## src/rtl/keypad_pkg.sv

```systemverilog
// Shared types and the key-code table for the 4x4 keypad scanner.
package keypad_pkg;

  localparam int NUM_COLS = 4;
  localparam int NUM_ROWS = 4;

  typedef enum logic [1:0] {IDLE, DEBOUNCE, PRESSED, RELEASE} kp_state_e;
  typedef enum logic [1:0] {NONE, SINGLE, MULTI} scan_res_e;

  typedef struct packed {
    scan_res_e  res;
    logic [3:0] code;
  } scan_t;

  // Indexed by {row, col}; row 0 is the top row, col 0 the leftmost column.
  localparam logic [15:0][3:0] CODE_MAP = {
    4'hD, 4'hE, 4'hF, 4'h0,
    4'hC, 4'h9, 4'h8, 4'h7,
    4'hB, 4'h6, 4'h5, 4'h4,
    4'hA, 4'h3, 4'h2, 4'h1
  };

endpackage

```

## src/rtl/keypad_scanner_scan_timer.sv

```systemverilog
// Column strobe timing: holds each column for SCAN_TICKS cycles and flags the
// row-sample cycle and the end of a full four-column scan.
module scan_timer
  import keypad_pkg::*;
#(
  parameter int SCAN_TICKS = 1000
) (
  input  logic                clk,
  input  logic                reset_n,
  output logic [NUM_COLS-1:0] col,
  output logic [1:0]          col_idx,
  output logic                sample_strobe,
  output logic                scan_end
);

  localparam int TW = $clog2(SCAN_TICKS);

  logic [TW-1:0] tick;

  assign sample_strobe = (tick == TW'(SCAN_TICKS - 1));
  assign scan_end      = sample_strobe && (col_idx == 2'd3);
  assign col           = ~(NUM_COLS'(1) << col_idx);

  always_ff @(posedge clk or negedge reset_n) begin
    if (!reset_n) begin
      tick    <= '0;
      col_idx <= '0;
    end else if (sample_strobe) begin
      tick    <= '0;
      col_idx <= col_idx + 2'd1;
    end else begin
      tick    <= tick + TW'(1);
    end
  end

endmodule

```

## src/rtl/keypad_scanner.sv

```systemverilog
// 4x4 matrix keypad scanner: strobes columns, classifies each full scan and
// debounces press/release into a hex key code with a one-cycle valid pulse.
module keypad_scanner
  import keypad_pkg::*;
#(
  parameter int SCAN_TICKS     = 1000,
  parameter int DEBOUNCE_SCANS = 4
) (
  input  logic       clk,
  input  logic       reset_n,
  input  logic [3:0] row,
  output logic [3:0] col,
  output logic [3:0] key,
  output logic       key_valid,
  output logic       key_down
);

  localparam int CW = $clog2(DEBOUNCE_SCANS + 1);

  logic [1:0]    col_idx;
  logic          sample_strobe, scan_end;
  logic [3:0]    row_s1, row_s2, low;
  logic [1:0]    hits_q, hits_d, frow;
  logic [2:0]    nlow, hit_sum;
  logic [3:0]    code_q, code_d;
  scan_t         scan;

  kp_state_e     state_q, state_d;
  logic [CW-1:0] cnt_q, cnt_d, cnt_inc;
  logic [3:0]    cand_q, cand_d, key_q, key_d;
  logic          kdown_q, kdown_d, kvalid_q, kvalid_d;

  scan_timer #(.SCAN_TICKS(SCAN_TICKS)) u_timer (
    .clk           (clk),
    .reset_n       (reset_n),
    .col           (col),
    .col_idx       (col_idx),
    .sample_strobe (sample_strobe),
    .scan_end      (scan_end)
  );

  // Idle rows read high, so the synchronizer resets to "no key".
  always_ff @(posedge clk or negedge reset_n) begin
    if (!reset_n) begin
      row_s1 <= '1;
      row_s2 <= '1;
    end else begin
      row_s1 <= row;
      row_s2 <= row_s1;
    end
  end

  assign low = ~row_s2;

  // Hit count saturates at 2: only "none / one / more" matters.
  always_comb begin
    nlow = 3'(low[0]) + 3'(low[1]) + 3'(low[2]) + 3'(low[3]);
    frow = 2'd0;
    for (int r = NUM_ROWS - 1; r >= 0; r--)
      if (low[r]) frow = 2'(r);
    hit_sum = {1'b0, hits_q} + nlow;
    hits_d  = (hit_sum > 3'd1) ? 2'd2 : hit_sum[1:0];
    code_d  = code_q;
    if (hits_q == 2'd0 && nlow == 3'd1)
      code_d = CODE_MAP[{frow, col_idx}];
    scan.code = code_d;
    scan.res  = (hits_d == 2'd0) ? NONE : (hits_d == 2'd1) ? SINGLE : MULTI;
  end

  always_ff @(posedge clk or negedge reset_n) begin
    if (!reset_n) begin
      hits_q <= '0;
      code_q <= '0;
    end else if (scan_end) begin
      hits_q <= '0;
      code_q <= '0;
    end else if (sample_strobe) begin
      hits_q <= hits_d;
      code_q <= code_d;
    end
  end

  always_ff @(posedge clk or negedge reset_n) begin
    if (!reset_n) begin
      state_q  <= IDLE;
      cnt_q    <= '0;
      cand_q   <= '0;
      key_q    <= '0;
      kdown_q  <= 1'b0;
      kvalid_q <= 1'b0;
    end else begin
      state_q  <= state_d;
      cnt_q    <= cnt_d;
      cand_q   <= cand_d;
      key_q    <= key_d;
      kdown_q  <= kdown_d;
      kvalid_q <= kvalid_d;
    end
  end

  assign cnt_inc = cnt_q + CW'(1);

  always_comb begin
    state_d  = state_q;
    cnt_d    = cnt_q;
    cand_d   = cand_q;
    key_d    = key_q;
    kdown_d  = kdown_q;
    kvalid_d = 1'b0;
    if (scan_end) begin
      unique case (state_q)
        IDLE: if (scan.res == SINGLE) begin
          cand_d = scan.code;
          cnt_d  = CW'(1);
          if (DEBOUNCE_SCANS == 1) begin
            key_d    = scan.code;
            kvalid_d = 1'b1;
            kdown_d  = 1'b1;
            state_d  = PRESSED;
          end else begin
            state_d  = DEBOUNCE;
          end
        end
        DEBOUNCE: begin
          if (scan.res == SINGLE && scan.code == cand_q) begin
            cnt_d = cnt_inc;
            if (cnt_inc == CW'(DEBOUNCE_SCANS)) begin
              key_d    = cand_q;
              kvalid_d = 1'b1;
              kdown_d  = 1'b1;
              state_d  = PRESSED;
            end
          end else if (scan.res == SINGLE) begin
            cand_d = scan.code;
            cnt_d  = CW'(1);
          end else begin
            state_d = IDLE;
          end
        end
        // Rollover and extra keys are ignored while a key is held.
        PRESSED: if (scan.res == NONE) begin
          cnt_d = CW'(1);
          if (DEBOUNCE_SCANS == 1) begin
            kdown_d = 1'b0;
            state_d = IDLE;
          end else begin
            state_d = RELEASE;
          end
        end
        RELEASE: begin
          if (scan.res == NONE) begin
            cnt_d = cnt_inc;
            if (cnt_inc == CW'(DEBOUNCE_SCANS)) begin
              kdown_d = 1'b0;
              state_d = IDLE;
            end
          end else begin
            state_d = PRESSED;
          end
        end
        default: state_d = IDLE;
      endcase
    end
  end

  assign key       = key_q;
  assign key_valid = kvalid_q;
  assign key_down  = kdown_q;

endmodule
```

## config.mk

```make
export PLATFORM = sky130hd
export DESIGN_NAME = keypad_scanner
export DESIGN_NICKNAME = d
export VERILOG_FILES = /design/src/rtl/keypad_pkg.sv /design/src/rtl/keypad_scanner_scan_timer.sv /design/src/rtl/keypad_scanner.sv
export SDC_FILE = /design/constraint.sdc
export NUM_CORES = 1
export LEC_CHECK = 0
export ABC_CLOCK_PERIOD_IN_PS = 9200
export CAP_MARGIN = 10
export CORE_MARGIN = 2
export CORE_UTILIZATION = 50
export CTS_CLUSTER_DIAMETER = 200
export CTS_CLUSTER_SIZE = 10
export DETAILED_ROUTE_END_ITERATION = 7
export GPL_ROUTABILITY_DRIVEN = 1
export PLACE_DENSITY = 0.7
export SYNTH_ARGS = -nofsm -noshare
export SYNTH_HDL_FRONTEND = slang
export SYNTH_SLANG_ARGS = --single-unit
```

## constraint.sdc

```tcl
create_clock -name clk -period 9.2 [get_ports clk]
set_input_delay 0.92 -clock clk [delete_from_list [all_inputs] [get_ports clk]]
set_output_delay 0.92 -clock clk [all_outputs]
set_load 0.03 [all_outputs]
```

==> results.py, run 1 <==
metrics = {
    "timing": {
        "finalHoldViolations": 0,
        "whs_ps": 358,
        "grt_setup_unrepaired": "no",
        "fmax_ghz": 0.261,
        "setup_tns_ps": 0,
        "clock_skew_ps": 10.8,
        "setup_viol": 0,
        "worst_pin_slew_ps": 911,
        "layout_min_cycle_time_ps": 3830,
        "drv_slew": 0,
        "slew-limit-headroom_pct": 38.9,
        "period_share_pct": 41.6,
    },
    "routing": {
        "ant_nets": 0,
        "wl_per_cell_um": 14.4,
        "drc": 0,
        "viasPerCell": 5.63,
        "routed_wl_mm": 4.09,
        "first_pass_iters": 4,
        "drt_iter0_drc": 86,
        "dr_total_vias": 1593,
    },
    "layout": {
        "antenna_cells": 0,
        "instances_no_fill": 283,
        "layout-drive-gt1-share_pct": 14.7,
        "fin_nets": 249,
        "area.growth.synth_to_final_pct": 13.0,
        "fillers": 352,
    },
    "logic_synthesis": {
        "synth_nets": 233,
        "synth_top_area_share_pct": 36.5,
        "yosys-top-cells-count": "dfrtp_1, nand2_1, nor2_1",
        "yosys_warnings": 0,
        "avgSynthCellArea_um2": 10.6,
        "synth_edf_count": 0,
        "syn_inst": 214,
        "yosysMostFrequentCell": "dfrtp_1",
        "synth_top_cell_by_area": "dfrtp_1",
        "ys_seq_area_share_pct": 45.8,
        "ys_seq_elements": 41,
        "synth_area_leaders": "dfrtp_1, dfstp_2, ha_1",
        "async_flop_share_pct": 100,
        "synth.distinct_cells": 48,
        "synthesis.area_um2": 2260,
        "synth_flop_cell": "dfrtp_1",
    },
    "clocking": {
        "cts_root_buf": "clkbuf_8",
        "cts_setup_buffers": 0,
        "clock_latency_ps": 300,
        "ctsHoldBuffers": 0,
        "cts_tree": "built",
        "clkSinkCount": 41,
        "cts_buffers": 5,
        "clk_pin_slew_worst_paths_ps": 80,
        "ctsResizeCount": 0,
        "htreeDepth": 2,
        "cts_buffer_depth": 2,
    },
    "die": {
        "fp-row-count": 24,
        "core_um2": 4350,
        "dieHeight_um": 71.2,
        "initial_core_util_pct": 51.9,
        "dieArea_um2": 5080,
        "die_x_um": 71.2,
        "io_pins": 16,
    },
    "pwr": {
        "clkPwrFrac_pct": 40.4,
        "p_sw_w": 0.0000863,
        "p_leak_nw": 1.14,
        "power_density_nw_per_um2": 142,
        "pwr-share-comb_pct": 8.6,
        "p_int_w": 0.000276,
        "swShare_pct": 23.8,
        "fin_total_pwr_w": 0.000363,
        "p_seq_share_pct": 51.0,
        "peakVddDrop_uv": 74.9,
    },
    "run": {
        "maxCapViolCount": 0,
    },
    "grt": {
        "antenna_found_initial": 0,
        "grt_pass1_wl_mm": 7.40,
        "overflow": 0,
        "grt_pass1_vias": 1635,
        "gr-usage-all-layers_pct": 18.5,
        "grt_max_degree": 42,
    },
    "min_path": {
        "hp-class": "reg2reg",
    },
    "placed_design": {
        "port_buffers": 15,
        "placed_cells": 275,
        "hpwlAfterDp_mm": 3.00,
        "place_congestion": 0.813,
    },
    "critical_path": {
        "cp.arrival_ps": 4010,
        "path_cells": "inv_1, fa_1, ha_1, ha_1, fa_1, xor2_1, nor3b_1, nand4b_1, nor2_1, and4_1, mux2_2",
        "critPathMaxStageDelay_ps": 610,
        "cp_max_fo": 8,
        "crit_path_top_delay_cell": "dfstp_2",
        "path_class": "reg2reg",
        "cp-start-kind": "flip-flop",
        "critPathCaptureType": "flip-flop",
        "required_ps": 9380,
        "worst-path-buf-inv": 1,
        "cpLargestDelayFamily": "adder cells",
    },
    "status": {
        "outcome": "finished, final reports clean",
    },
}
[registers in the layout, summed over array words and instances (netlist names)]
| register | cells |
|---|---|
| cand_q | 4 |
| key | 4 |
| hits_q | 2 |
| row_s2 | 4 |
| state_q | 2 |
| row_s1 | 4 |
| key_valid | 1 |
| code_q | 4 |
| key_down | 1 |
| u_timer.tick | 10 |
| u_timer.col_idx | 2 |
| cnt_q | 3 |
[routing by layer]
metal  GRT usage, %  up-vias  share of wire (%)
met5              0        -                  0
met4           5.24        0               0.98
met3           4.36        4                3.4
met2           29.5       31                 48
met1           25.3      766                 48
li1               -      792                  -
[worst reg2reg max path, cell delays in order, from the launching register on]
cell and delay [ps]:
dfstp_2 610, inv_1 80, fa_1 450, ha_1 190, ha_1 320, fa_1 420
xor2_1 190, nor3b_1 360, nand4b_1 220, nor2_1 150, and4_1 350, mux2_2 370
[worst paths after layout]
kind,startpoint,end,slack [ps],cells past startpoint
max,row_s2[1],key[2],5370,11
min,row_s1[2],row_s2[2],360,0
max reg2reg,row_s2[1],key[2],5370,11
min reg2reg,row_s1[2],row_s2[2],360,0
max in group asynchronous,reset_n,cnt_q[2],7900,1
min in group asynchronous,reset_n,u_timer.col_idx[0],740,1
[metrics by stage]
stage / utilization [%] / worst slack, ps / area [um^2]
after floorplan: - / 5670 / 2260
after global placement: 56.0 / 5480 / 2440
after detailed placement: 56.0 / 5390 / 2440
after CTS: 58.7 / 5360 / 2550
after global routing: 58.7 / 5100 / 2550
final: 58.7 / 5370 / 2550
[logic make-up (layout without fill, tap and decap cells)]
kind of cell               count (synthesis)  count (layout)  synth area share (%)
xor gates and xnor gates                  14              14                  6.03
adders and majority gates                 13              13                  7.86
muxes                                     10              10                  4.93
DFF                                       41              41                  45.8
and+or+nand+nor                           69              69                  16.1
buffers and inverters                     19              36                  3.54
AOI/OAI and AO/OA                         48              48                  15.7
[power groups by stage]
stage          clock [W]  sequential (W)  combinational, W
6_report        0.000147        0.000185         0.0000312
5_1_grt         0.000158        0.000185         0.0000360
4_1_cts         0.000152        0.000185         0.0000316
3_5_place_dp           0        0.000188         0.0000314
3_3_place_gp           0        0.000188         0.0000313
2_1_floorplan          0        0.000188         0.0000217
[final cells by class]
class,count,area [um^2],share of cell area (%)
multi-input combinational,154,1140,44.8
timing repair buffer,15,145,5.68
clock inverter,3,46.3,1.81
clock buffer,5,68.8,2.69
inverter,13,48.8,1.91
sequential,41,1040,40.5
tap,52,65.1,2.55
[layout by cell type, fill, tap and decap left out, types with 2 or more instances in the layout]
| cell type | instances |
|---|---|
| a21oi_1 | 3 |
| o22a_1 | 2 |
| clkdlybuf4s50_1 | 14 |
| dfrtp_1 | 33 |
| o2bb2ai_1 | 2 |
| o211ai_1 | 2 |
| clkbuf_8 | 5 |
| a41oi_1 | 2 |
| nand4b_1 | 2 |
| xnor2_1 | 7 |
| nand2_1 | 18 |
| a22o_1 | 4 |
| ha_1 | 11 |
| nor2b_1 | 4 |
| nor2_1 | 14 |
| and3_1 | 5 |
| fa_1 | 2 |
| nand3_1 | 8 |
| o2111ai_1 | 2 |
| or2_2 | 2 |
| nand2b_1 | 5 |
| o31ai_1 | 5 |
| o21ai_0 | 13 |
| dfstp_2 | 8 |
| nor3b_1 | 2 |
| xor2_1 | 6 |
| inv_1 | 13 |
| o22ai_1 | 2 |
| mux2_2 | 9 |
| o221a_2 | 2 |
| and2_1 | 3 |
| a21boi_0 | 2 |
No activity file was read; power rests on OpenSTA's default activity.
==> run 2: changes to the inputs <==
Settings changed: ABC_CLOCK_PERIOD_IN_PS 9200 to 3200, PLACE_DENSITY 0.7 to 0.72.
Clock period 9.2 ns to 3.2 ns, I/O delays scaled along.
==> run 2 against run 1 <==
Compared with the run above:
- the run now ends with setup timing left
- sequential power increased to 2.9 times the previous value
- worst hold slack worse by 200 ps
- sequential share of layout area fell by 5.1 points
- total power grew to 3.1 times the previous value
- non-clock buffer count grew 20
- clock power grew to 3.0 times the previous value
- core utilization is 8.4 points higher
- clock-buffer cell count up 1
- clock skew is essentially flat
==> results.py, run 2 (synthesis gave the netlist of run 1 again) <==
metrics = {
    "status": {
        "outcome": "complete, but fails checks",
        "violations": "setup timing",
    },
    "layout": {
        "top_register": "u_timer.tick",
        "fillers": 302,
        "area.growth.synth_to_final_pct": 29.2,
        "final_common_cell": "dfrtp_1",
        "largest_reg_flops": 10,
        "instances_no_fill": 303,
        "antenna_cells": 0,
        "layout-drive-gt1-share_pct": 30.7,
        "fin_nets": 269,
        "post-route-util_pct": 67.1,
        "mostFrequentLayoutCells": "dfrtp_1, buf_4, nand2_1, nor2_1, clkdlybuf4s50_1",
    },
    "pwr": {
        "fin_total_pwr_w": 0.00113,
        "peakVddDrop_uv": 253,
        "power_density_nw_per_um2": 387,
        "p_leak_nw": 1.26,
    },
    "clocking": {
        "clk_pin_slew_worst_paths_ps": 80,
        "cts_buffer_depth": 2,
        "cts_root_buf": "clkbuf_8",
        "cts_tree": "built",
        "clock_latency_ps": 290,
        "ctsHoldBuffers": 0,
        "clkSinkCount": 41,
        "cts_buffers": 5,
        "htreeDepth": 2,
    },
    "critical_path": {
        "path_class": "reg2reg",
        "cp.arrival_ps": 3530,
        "critPathCaptureType": "flip-flop",
        "cp_max_fo": 3,
        "required_ps": 3380,
        "cp-start-kind": "flip-flop",
    },
    "timing": {
        "drv_slew": 0,
        "fmax_ghz": 0.298,
        "setup_tns_ps": -946,
        "finalHoldViolations": 0,
        "clock_skew_ps": 10.5,
        "layout_min_cycle_time_ps": 3360,
        "worst_pin_slew_ps": 903,
        "setup_viol": 8,
        "fin_ws_ps": -159,
        "period_share_pct": 105,
        "slew-limit-headroom_pct": 39.8,
        "grt_setup_unrepaired": "yes",
    },
    "run": {
        "maxCapViolCount": 0,
    },
    "grt": {
        "grt_pass1_wl_mm": 8.30,
        "grt_pass1_vias": 1744,
        "gr-usage-all-layers_pct": 20.7,
        "grt_max_degree": 42,
        "overflow": 0,
        "antenna_found_initial": 0,
    },
    "die": {
        "fp-row-count": 24,
        "dieArea_um2": 5080,
        "initial_core_util_pct": 51.9,
        "core_um2": 4350,
        "dieHeight_um": 71.2,
        "die_x_um": 71.2,
        "io_pins": 16,
    },
    "routing": {
        "routed_wl_mm": 5.03,
        "dr_total_vias": 1729,
        "wl_per_cell_um": 16.6,
        "drt_iter0_drc": 181,
        "ant_nets": 0,
        "viasPerCell": 5.71,
        "first_pass_iters": 4,
        "drc": 0,
    },
    "placed_design": {
        "hpwlAfterDp_mm": 3.31,
        "place_congestion": 0.846,
        "port_buffers": 15,
        "place_ws_ps": -237,
        "placed_cells": 292,
    },
    "min_path": {
        "hp-class": "in2async",
    },
}
[run 2: path summary, 6_finish.rpt]
path,from,end,slack (ps),cells after the start
max in group asynchronous,reset_n,key[2],2470,1
worst max-delay path,row_s2[1],cand_q[0],-160,12
worst min register to register,row_s1[0],row_s2[0],360,0
worst max register to register,row_s2[1],cand_q[0],-160,12
worst min-delay path,reset_n,u_timer.col_idx[1],160,1
min in group clk,row_s1[0],row_s2[0],360,0
[run 2: repair_timing]
action                                  in CTS  in global routing
gates cloned                                 0                  0
resized for setup                           16                 24
pin swaps                                    6                  5
endpoints found under the hold margin        0                  0
endpoints found under the setup margin       9                 13
buffers inserted                             1                  2
[run 2: cell type report]
type / instances / area, um^2 / area share (%)
Multi-Input combinational cell: 154 / 1350 / 46.0
Sequential cell: 41 / 1040 / 35.5
Timing Repair Buffer: 35 / 307 / 10.5
Clock buffer: 6 / 82.6 / 2.83
Tap cell: 52 / 65.1 / 2.23
Inverter: 13 / 48.8 / 1.67
Clock inverter: 2 / 37.5 / 1.28
[run 2: report_power, final]
group | internal, W | switching [W] | total (W)
clock network | 0.000254 | 0.000180 | 0.000434
logic | 0.0000808 | 0.0000857 | 0.000167
registers | 0.000527 | 0.00000328 | 0.000530
total | 0.000862 | 0.000269 | 0.00113
[run 2: metal layers]
metal | track usage [%] | vias to the layer above | share of wire [%]
met2 | 30.6 | 43 | 46
met1 | 30.3 | 845 | 48
met5 | 0 | - | 0
met3 | 4.64 | 11 | 4.2
li1 | - | 830 | -
met4 | 7.13 | 0 | 1.8
[run 2: metrics by stage]
stage	hold slack, ps	instance area (um^2)
finish	160	2920
global route	237	2920
CTS	183	2810
detailed placement	348	2600
global placement	346	2600
floorplan	24.4	2300
[run 2: critical path, stage by stage, from the launching register on]
cell and delay, ps:
dfstp_2 540, inv_2 40, fa_2 600, ha_4 160, ha_4 200, fa_2 370, xor2_2 170, nor2_1 130
nand2_1 100, nor3b_1 260, buf_4 180, a41oi_4 150, mux2_4 340
